==> config.mk <==
export PLATFORM = sky130hd
export DESIGN_NAME = seven_segment_scan
export DESIGN_NICKNAME = d
export VERILOG_FILES = /design/src/rtl/seven_segment_scan.sv
export SDC_FILE = /design/constraint.sdc
export NUM_CORES = 1
export LEC_CHECK = 0
export CORE_MARGIN = 1
export CORE_UTILIZATION = 35
export DETAILED_ROUTE_END_ITERATION = 16
export PLACE_DENSITY = 0.63
export SLEW_MARGIN = 5
export SYNTH_ARGS = -nofsm -noshare
export SYNTH_HDL_FRONTEND = slang
export SYNTH_SLANG_ARGS = --single-unit
==> constraint.sdc <==
create_clock -name int_osc -period 2.5 [get_ports int_osc]
set_clock_uncertainty 0.05 [all_clocks]
set_input_delay 0.25 -clock int_osc [delete_from_list [all_inputs] [get_ports int_osc]]
set_output_delay 0.25 -clock int_osc [all_outputs]
set_load 0.1 [all_outputs]
==> src/rtl/seven_segment_scan.sv <==
// seven_segment_scan: time-multiplexed driver for NUM_DIGITS common-anode
// 7-segment digits sharing one active-low segment bus. Each digit shows one
// hex nibble. New values are staged on `load` and committed to the display
// only at a frame boundary, which is acknowledged by a one-clock `loaded`
// pulse. Individual digits can blink. Every dwell starts with a few all-off
// clocks so that a previous digit cannot ghost onto the next one.
// Optional feature: define LEADING_ZERO_BLANK_EN to blank leading zero digits.
// Digit 0 always displays.
module seven_segment_scan #(
  parameter int NUM_DIGITS   = 2,
  parameter int SCAN_DIV     = 5,
  parameter int BLANK_CYCLES = 2,
  parameter int BLINK_BIT    = 12
) (
  input  logic                    int_osc,
  input  logic                    reset,
  input  logic [4*NUM_DIGITS-1:0] value,
  input  logic [NUM_DIGITS-1:0]   blink_en,
  input  logic                    load,
  output logic                    loaded,
  output logic [NUM_DIGITS-1:0]   anode,
  output logic [6:0]              seg
);

  localparam int IDX_W = (NUM_DIGITS > 1) ? $clog2(NUM_DIGITS) : 1;
  localparam logic [IDX_W-1:0]    LAST_IDX  = IDX_W'(NUM_DIGITS - 1);
  localparam logic [SCAN_DIV-1:0] PRESC_MAX = '1;
  localparam logic [SCAN_DIV-1:0] BLANK_END = SCAN_DIV'(BLANK_CYCLES - 1);

  localparam logic [0:0] ST_BLANK = 1'b0;
  localparam logic [0:0] ST_DRIVE = 1'b1;

  logic [SCAN_DIV-1:0]     presc_p0;
  logic [IDX_W-1:0]        idx_p0;
  logic [0:0]              state_p0;
  logic [BLINK_BIT:0]      blink_ctr;
  logic [4*NUM_DIGITS-1:0] staging_val, shadow_val;
  logic [NUM_DIGITS-1:0]   staging_blink, shadow_blink;
  logic                    pending;
  logic [NUM_DIGITS-1:0]   lz_blank;
  logic [3:0]              cur_nib;
  logic                    cur_blink, cur_lz, dark;
  logic [NUM_DIGITS-1:0]   anode_nxt, anode_p1;
  logic [6:0]              seg_nxt, seg_p1;
  logic                    loaded_p1;
  logic                    wrap, frame_end;

  // Active-low hex glyphs for the {g,f,e,d,c,b,a} bus.
  function automatic logic [6:0] hex7(input logic [3:0] n);
    case (n)
      4'h0: hex7 = 7'h40;  4'h1: hex7 = 7'h79;  4'h2: hex7 = 7'h24;  4'h3: hex7 = 7'h30;
      4'h4: hex7 = 7'h19;  4'h5: hex7 = 7'h12;  4'h6: hex7 = 7'h02;  4'h7: hex7 = 7'h78;
      4'h8: hex7 = 7'h00;  4'h9: hex7 = 7'h10;  4'hA: hex7 = 7'h08;  4'hB: hex7 = 7'h03;
      4'hC: hex7 = 7'h46;  4'hD: hex7 = 7'h21;  4'hE: hex7 = 7'h06;  default: hex7 = 7'h0E;
    endcase
  endfunction

  assign wrap      = (presc_p0 == PRESC_MAX);
  assign frame_end = wrap && (idx_p0 == LAST_IDX);

  // ---- stage p0: scan position (prescaler, digit index, dwell phase) ----
  // Prescaler paces each dwell; the digit index advances when it wraps.
  always_ff @(posedge int_osc or posedge reset) begin
    if (reset) begin
      presc_p0 <= '0;
      idx_p0   <= '0;
    end else begin
      presc_p0 <= presc_p0 + SCAN_DIV'(1);
      if (wrap) idx_p0 <= (idx_p0 == LAST_IDX) ? '0 : idx_p0 + IDX_W'(1);
    end
  end

  // Dwell FSM: blank for the first BLANK_CYCLES clocks, then drive until wrap.
  always_ff @(posedge int_osc or posedge reset) begin
    if (reset)                                          state_p0 <= ST_BLANK;
    else if (BLANK_CYCLES == 0)                         state_p0 <= ST_DRIVE;
    else if (state_p0 == ST_BLANK && presc_p0 == BLANK_END) state_p0 <= ST_DRIVE;
    else if (state_p0 == ST_DRIVE && wrap)              state_p0 <= ST_BLANK;
  end

  // Free-running blink phase counter; a load does not disturb it.
  always_ff @(posedge int_osc or posedge reset) begin
    if (reset) blink_ctr <= '0;
    else       blink_ctr <= blink_ctr + (BLINK_BIT+1)'(1);
  end

  // Staging/shadow handshake. A load that lands on the commit clock stays
  // pending, so the commit uses the older staging and the next frame commits again.
  always_ff @(posedge int_osc or posedge reset) begin
    if (reset) begin
      staging_val   <= '0;
      staging_blink <= '0;
      shadow_val    <= '0;
      shadow_blink  <= '0;
      pending       <= 1'b0;
      loaded_p1     <= 1'b0;
    end else begin
      loaded_p1 <= frame_end && pending;
      if (frame_end && pending) begin
        shadow_val   <= staging_val;
        shadow_blink <= staging_blink;
      end
      if (load) begin
        staging_val   <= value;
        staging_blink <= blink_en;
        pending       <= 1'b1;
      end else if (frame_end) begin
        pending <= 1'b0;
      end
    end
  end

`ifdef LEADING_ZERO_BLANK_EN
  // A digit is a leading zero when it and every more significant nibble are zero.
  always_comb begin
    logic all_zero;
    lz_blank = '0;
    all_zero = 1'b1;
    for (int d = NUM_DIGITS - 1; d >= 0; d--) begin
      all_zero = all_zero && (shadow_val[4*d +: 4] == 4'h0);
      if (d != 0) lz_blank[d] = all_zero;
    end
  end
`else
  assign lz_blank = '0;
`endif

  // Select the nibble and per-digit flags for the digit under scan.
  always_comb begin
    cur_nib   = 4'h0;
    cur_blink = 1'b0;
    cur_lz    = 1'b0;
    for (int d = 0; d < NUM_DIGITS; d++) begin
      if (idx_p0 == IDX_W'(d)) begin
        cur_nib   = shadow_val[4*d +: 4];
        cur_blink = shadow_blink[d];
        cur_lz    = lz_blank[d];
      end
    end
  end

  // Build the next pin values; any dark condition turns everything off.
  always_comb begin
    dark      = (state_p0 == ST_BLANK) || (cur_blink && blink_ctr[BLINK_BIT]) || cur_lz;
    anode_nxt = dark ? '1 : ~(NUM_DIGITS'(1) << idx_p0);
    seg_nxt   = dark ? 7'h7F : hex7(cur_nib);
  end

  // ---- stage p1: registered pins, glitch-free and one clock behind p0 ----
  // Output register; reset forces all digits off immediately.
  always_ff @(posedge int_osc or posedge reset) begin
    if (reset) begin
      anode_p1 <= '1;
      seg_p1   <= 7'h7F;
    end else begin
      anode_p1 <= anode_nxt;
      seg_p1   <= seg_nxt;
    end
  end

  assign anode  = anode_p1;
  assign seg    = seg_p1;
  assign loaded = loaded_p1;

endmodule

==> metrics.cfg <==
[drt]
met3_wirelength_um = 88
detail_route.wirelength.met1_um = 1740
remaining_drc_errors = 1
top_signal_layer_used = met4
drt-initial-drc-count = 36
met2_length_um = 1730
drt-wirelength-per-cell_um = 12.8
via_count = 1347
totalWireLength_um = 3600
detail_route.first_pass.iterations = 10
antenna_violating_nets_post_route = 0
route.detailed.vias_per_inst = 4.79

[final_layout]
signed_area_change_from_the_synthesized_netlist_to_the_final_layout_pct = 15.6
final_net_count = 227
num_antenna_cells = 0
drive_above_1_share = 0.279

[grt]
grt_antenna_before_repair = 0
grt_usage = 0.116
total_congestion_overflow_after_global_routing = 0
grt_first_pass_wirelength_um = 6430
grt_max_degree = 48
first_global_vias = 1382

[logic_synthesis]
synth.lib_cells_used.distinct = 40
synth-seq-area-share = 0.549
synthesis.instances = 176
synth_enable_flop_cells = 0
syn_nets = 200
post-synth-top-count-cell = dfrtp_1
mappedNetlistArea_um2 = 2350
yosysTopAreaCellShare = 0.448
synth_top_cells_by_area = dfrtp_1 45%, dfstp_2 10%, mux2_4 6.4%
synth_largest_area_cell = dfrtp_1
async_set_or_reset_register_ratio_after_synthesis = 1.00
ys_seq_elements = 51
netlist_top_cells_count = 42 x dfrtp_1, 13 x mux2_2, 12 x xnor2_1
total_of_warnings_raised_by_yosys = 0
syn_avg_cell_area_um2 = 13.3
dominant_register_cell_in_the_synthesized_netlist = dfrtp_1

[placed_design]
io_buffer_count = 22
pre_cts_ws_ps = 497
finalWeightedCongestion = 0.776
detailed_place_hpwl_um = 2520

[setup_path]
critPathTopFamily = flip-flops
critical-path-max-stage-delay_ps = 540
cp_data_arrival_time_ps = 2210
worstPathBufferInverterCount = 1
worst_reg2reg_path_length_in_cells = 7
crit_path_start_kind = flop
crit_path_cell_trace = mux2i_2 > inv_1 > ha_1 > nor2b_1 > nor3_1 > o22a_1 > o21ai_1
setup.reg_to_reg.worst_slack_ps = 470
critical_path_peak_fanout = 7
cp-end-kind = flop
critical_path_required_ps = 2680
critical-path-slowest-cell = dfrtp_1
timing.rr.start = idx_p0$_DFFE_PP0N_
r2r-end = seg[3]$_DFF_PP1_
critical_path_class = reg -> reg

[clock_network]
max_buffers_root_to_sink = 2
htreeDepth = 2
numCtsBuffers = 5
clk_pin_slew_ps = 100
cts_hold_repair.buffers = 0
cts_num_sinks = 51
clkLatencyLatePin_ps = 310
postCtsSetupRepairBufs = 0
clock-root-buffer = clkbuf_8
clock_tree_from_tritoncts = done
cts-resized-gates = 0

[timing]
timing.fmax_mhz = 492
min_cycle_time_layout_ps = 2030
timing_hold_violations_final = 0
final_min_period_over_clock_period = 0.813
layout_setup_ws_ps = 468
maxSlewViolCount = 0
total_negative_slack_ps = 0
report.final.setup_viol = 0
slew-limit-headroom = 0.654
tightestPinTransition_ps = 518
rsz_0062_raised_after_global_routing = no

[status]
outcome = finished with violations
failed_checks = DRC

[pwr]
share_of_total_power_consumed_by_net_switching = 0.222
share_clk_of_total_power = 0.341
power.internal_w = 0.00107
power.ir.vdd_worst_mv = 0.224
static_leakage_power_nw = 1.26
power-per-cell-area_nw_per_um2 = 508
fraction_of_power_consumed_by_combinational_cells = 0.043
share_seq_of_total_power = 0.616
switchingPower_w = 0.000306

[die]
die_h_um = 83.9
design.portCount = 23
chipWidth_um = 83.9
fp.dieArea_um2 = 7040
row_count = 29
core_outline_area_um2 = 6420
start_util = 0.365

[worst_hold_path]
min-delay-path-class = in -> async

[flow_run]
max_cap_viol = 0

metrics by stage:
step	util	instance area (um^2)	std cells	power [W]	hold WS, ps
final	0.422	2710	281	0.00138	78.9
after global routing	0.422	2710	281	0.00144	103
after CTS	0.422	2710	281	0.00140	71.2
after detailed placement	0.409	2630	273	0.000927	406
after global placement	0.409	2630	273	0.000926	403
after floorplan	-	2350	176	0.000894	352
power groups by stage:
stage                     logic (W)  registers, W  clock network, W
after floorplan           0.0000320      0.000862                 0
after global placement    0.0000609      0.000865                 0
after detailed placement  0.0000622      0.000865                 0
after CTS                 0.0000623      0.000849          0.000493
after global routing      0.0000669      0.000851          0.000520
final                     0.0000595      0.000849          0.000470
final cells by class:
cell class,instances,area (um^2)
tap,77,96.3
clock buffer,6,72.6
timing repair buffer,24,223
fill,604,3710
multi-input combinational,110,980
inverter,11,41.3
clock inverter,2,12.5
sequential,51,1290
worst max-delay path by stage:
stage | start | end | slack, ps | depth (start not counted)
after floorplan | idx_p0$_DFFE_PP0N_ | seg[3]$_DFF_PP1_ | 640 | 9
after global placement | idx_p0$_DFFE_PP0N_ | seg[3]$_DFF_PP1_ | 610 | 7
after detailed placement | idx_p0$_DFFE_PP0N_ | seg[3]$_DFF_PP1_ | 500 | 7
after CTS | idx_p0$_DFFE_PP0N_ | seg[3]$_DFF_PP1_ | 480 | 7
after global routing | idx_p0$_DFFE_PP0N_ | seg[3]$_DFF_PP1_ | 320 | 7
final | idx_p0$_DFFE_PP0N_ | seg[3]$_DFF_PP1_ | 470 | 7
registers in the layout, indices dropped and copies added (netlist names), 2 cells and up:
| name | flops |
|---|---|
| staging_val | 8 |
| staging_blink | 2 |
| presc_p0 | 5 |
| shadow_blink | 2 |
| blink_ctr | 13 |
| anode | 2 |
| shadow_val | 8 |
| seg | 7 |
cell families after synthesis:
kind of cell    count (synthesis)  share of synthesized area
simple gates                   38                     0.0874
compound gates                 16                     0.0512
xor+xnor                       16                     0.0597
buf+inv                        15                     0.0341
flops                          51                      0.549
mux                            29                      0.160
fa+ha+maj                      11                     0.0586
cell usage in the layout, fill, tap and decap left out, types with 3 or more instances in the layout:
master           count
mux2_4              10
xor2_1               4
clkbuf_8             5
mux2i_1              3
clkdlybuf4s50_1     12
nand2_1             11
dfstp_2              9
inv_1               10
dfrtp_1             42
mux2_2              13
ha_1                11
xnor2_1             12
nand3_1             10
and3_1               3
buf_4               11
o21ai_1              3
routing by layer:
metal | GRT usage | up-vias
met1 | 0.149 | 668
met2 | 0.186 | 15
li1 | - | 659
met4 | 0.0470 | 0
met3 | 0.0297 | 5
met5 | 0 | -
(Power assumes the default switching activity.)
==> edit: new RTL, config.mk and constraints unchanged <==
The option `LEADING_ZERO_BLANK_EN` is turned on by a define.
--- a/src/rtl/seven_segment_scan.sv
+++ b/src/rtl/seven_segment_scan.sv
@@ -7,4 +7,6 @@
 // Optional feature: define LEADING_ZERO_BLANK_EN to blank leading zero digits.
 // Digit 0 always displays.
+`define LEADING_ZERO_BLANK_EN
+
 module seven_segment_scan #(
   parameter int NUM_DIGITS   = 2,
Behaviour: same outputs for any inputs over 10 cycles, from zero or initial values and one cycle with reset high; that may be too few to reach the edited logic, so the function may still have changed.
==> edit against the unedited design <==
Largest power group unchanged. Maximum frequency up 1.4%. Power up 14%. Cell area up 2.1%. Routed wire length up 2.9%. Synthesized area up 0.32%. Critical path depth down 2. Sequential cell count unchanged. Largest cell class unchanged. Global-route usage up 0.54 points. Combinational power down 2%. Final cell count up 6.8%. Non-clock buffer count unchanged. Worst setup slack better by 0.028 ns. Sequential share of layout area down 0.97 points. The run still ends with design-rule violations left.
==> edit: results (changes against the unedited design) <==
[grt]
grt.total_usage=0.121  ; was 0.116
antenna_found_initial=0  ; unchanged
grt_pass1_wl_um=6720  ; was 6430 um
grt_pass1_vias=1402  ; was 1382
grt_max_degree=29  ; was 48

[place]
gp_congestion=0.816  ; was 0.776
place_ws_ns=0.481  ; was 0.497 ns
portBuffers=22  ; unchanged
place_hpwl_um=2660  ; was 2520 um

[power]
peakVddDrop_v=0.000264  ; was 0.000224 V
top_power_group=sequential cells  ; unchanged
p_leak_nw=1.27  ; was 1.26 nW
swShare=0.192  ; was 0.222
pg_comb_w=0.0000584  ; was 0.0000595 W
clock_power_w=0.000668  ; was 0.000470 W

[clock_tree]
htree_levels=2  ; unchanged
clock_latency_ns=0.30
cts_resized=0  ; unchanged
clk_path_buf_depth=2  ; unchanged
clockRootBuffer=clkbuf_8  ; unchanged
clk_pin_slew_ns=0.09
cts_setup_buffers=0  ; unchanged

[timing]
period_share=0.802  ; was 0.813
max_slew_margin=0.643  ; was 0.654

[finish]
drive_above_1_share=0.238  ; was 0.279
nNetsFinal=246  ; was 227
reg.largest.list=blink_ctr: 13 flops, shadow_val: 8 flops, staging_val: 8 flops  ; unchanged
n_antenna_cell=0  ; unchanged
fillerInstances=616  ; was 604

[route]
vias=1469  ; was 1347
first_pass_iters=10  ; unchanged
drc_errors=2  ; was 1
routed_wl_um=3700  ; was 3600 um
drt-initial-drc-count=79  ; was 36

[logic_synthesis]
seq_area_frac_synth=0.547  ; was 0.549
yosys-top-cells-area=dfrtp_1, dfstp_2, mux2_2, ha_1, xnor2_1  ; was dfrtp_1, dfstp_2, mux2_4, mux2_2, ha_1
synth_common_cells=dfrtp_1, mux2_2, nand2_1, inv_1, ha_1  ; was dfrtp_1, mux2_2, xnor2_1
synth.net_count=222  ; was 200
synthDistinctLibCells=36  ; was 40
async_reset_ff_frac=1.00  ; unchanged
ys_warn_count=0  ; unchanged
synth_top_flop_cell=dfrtp_1  ; unchanged

[critical_path]
crit_required_ns=2.64  ; was 2.68 ns
r2r.worst_path.cells=5  ; was 7
cp_max_fo=11  ; was 7
cpMaxStageDelayCell=dfrtp_1  ; unchanged
cpPeakStageDelay_ns=0.42  ; was 0.54 ns
cp_top_family=simple AND/OR/NAND/NOR gates  ; was flip-flops

[outcome]
status=finished, violations left  ; unchanged
violations=design-rule violations  ; unchanged

[worst_hold_path]
min_path_type=primary input to asynchronous set/reset pin  ; unchanged

-- edit: worst register-to-register path: stages, from the launching register on --
cell	delay (ns)
dfrtp_1	0.42
ha_1	0.23
and3_1	0.20
ha_1	0.21
nand3_1	0.39
mux2_2	0.40
-- edit: kinds of logic (layout without fill, tap and decap cells) --
family                     Yosys count  in the layout  share of synthesized area
DFF                                 51             51                      0.547
adders and majority gates           11             11                     0.0584
and+or+nand+nor                     46             46                     0.0935
AOI/OAI and AO/OA                   27             27                     0.0802
muxes                               27             27                      0.128
buffers and inverters               22             47                     0.0414
xor gates and xnor gates            14             14                     0.0521
-- edit: layout make-up --
cell class / count / area share
Clock buffer: 5 / 0.0249
Clock inverter: 3 / 0.0244
Inverter: 15 / 0.0203
Multi-Input combinational cell: 125 / 0.350
Sequential cell: 51 / 0.465
Tap cell: 77 / 0.0348
Timing Repair Buffer: 24 / 0.0804
-- edit: final timing paths --
path                                    from              to
worst max-delay path             presc_p0[0]   shadow_val[0]
worst max register to register   presc_p0[0]   shadow_val[0]
min in group int_osc            blink_ctr[0]    blink_ctr[0]
worst min register to register  blink_ctr[0]    blink_ctr[0]
worst min-delay path                   reset    blink_ctr[2]
max in group asynchronous              reset  staging_val[2]
-- edit: per-stage QoR --
stage	hold slack, ns	instances	instance area (um2)	power, W	utilization
global route	0.304	300	2770	0.00163	0.431
floorplan	0.352	198	2350	0.000894	-
detailed placement	0.410	292	2630	0.000926	0.410
finish	0.256	300	2770	0.00158	0.431
CTS	0.281	300	2770	0.00159	0.431
global placement	0.407	292	2630	0.000925	0.410
-- edit: metal layers --
metal | part of all wire | GRT usage | wire length [um]
met1 | 0.52 | 0.175 | 1920
met2 | 0.43 | 0.171 | 1600
met3 | 0.031 | 0.0297 | 114
met4 | 0.019 | 0.0533 | 70
met5 | 0 | 0 | 0
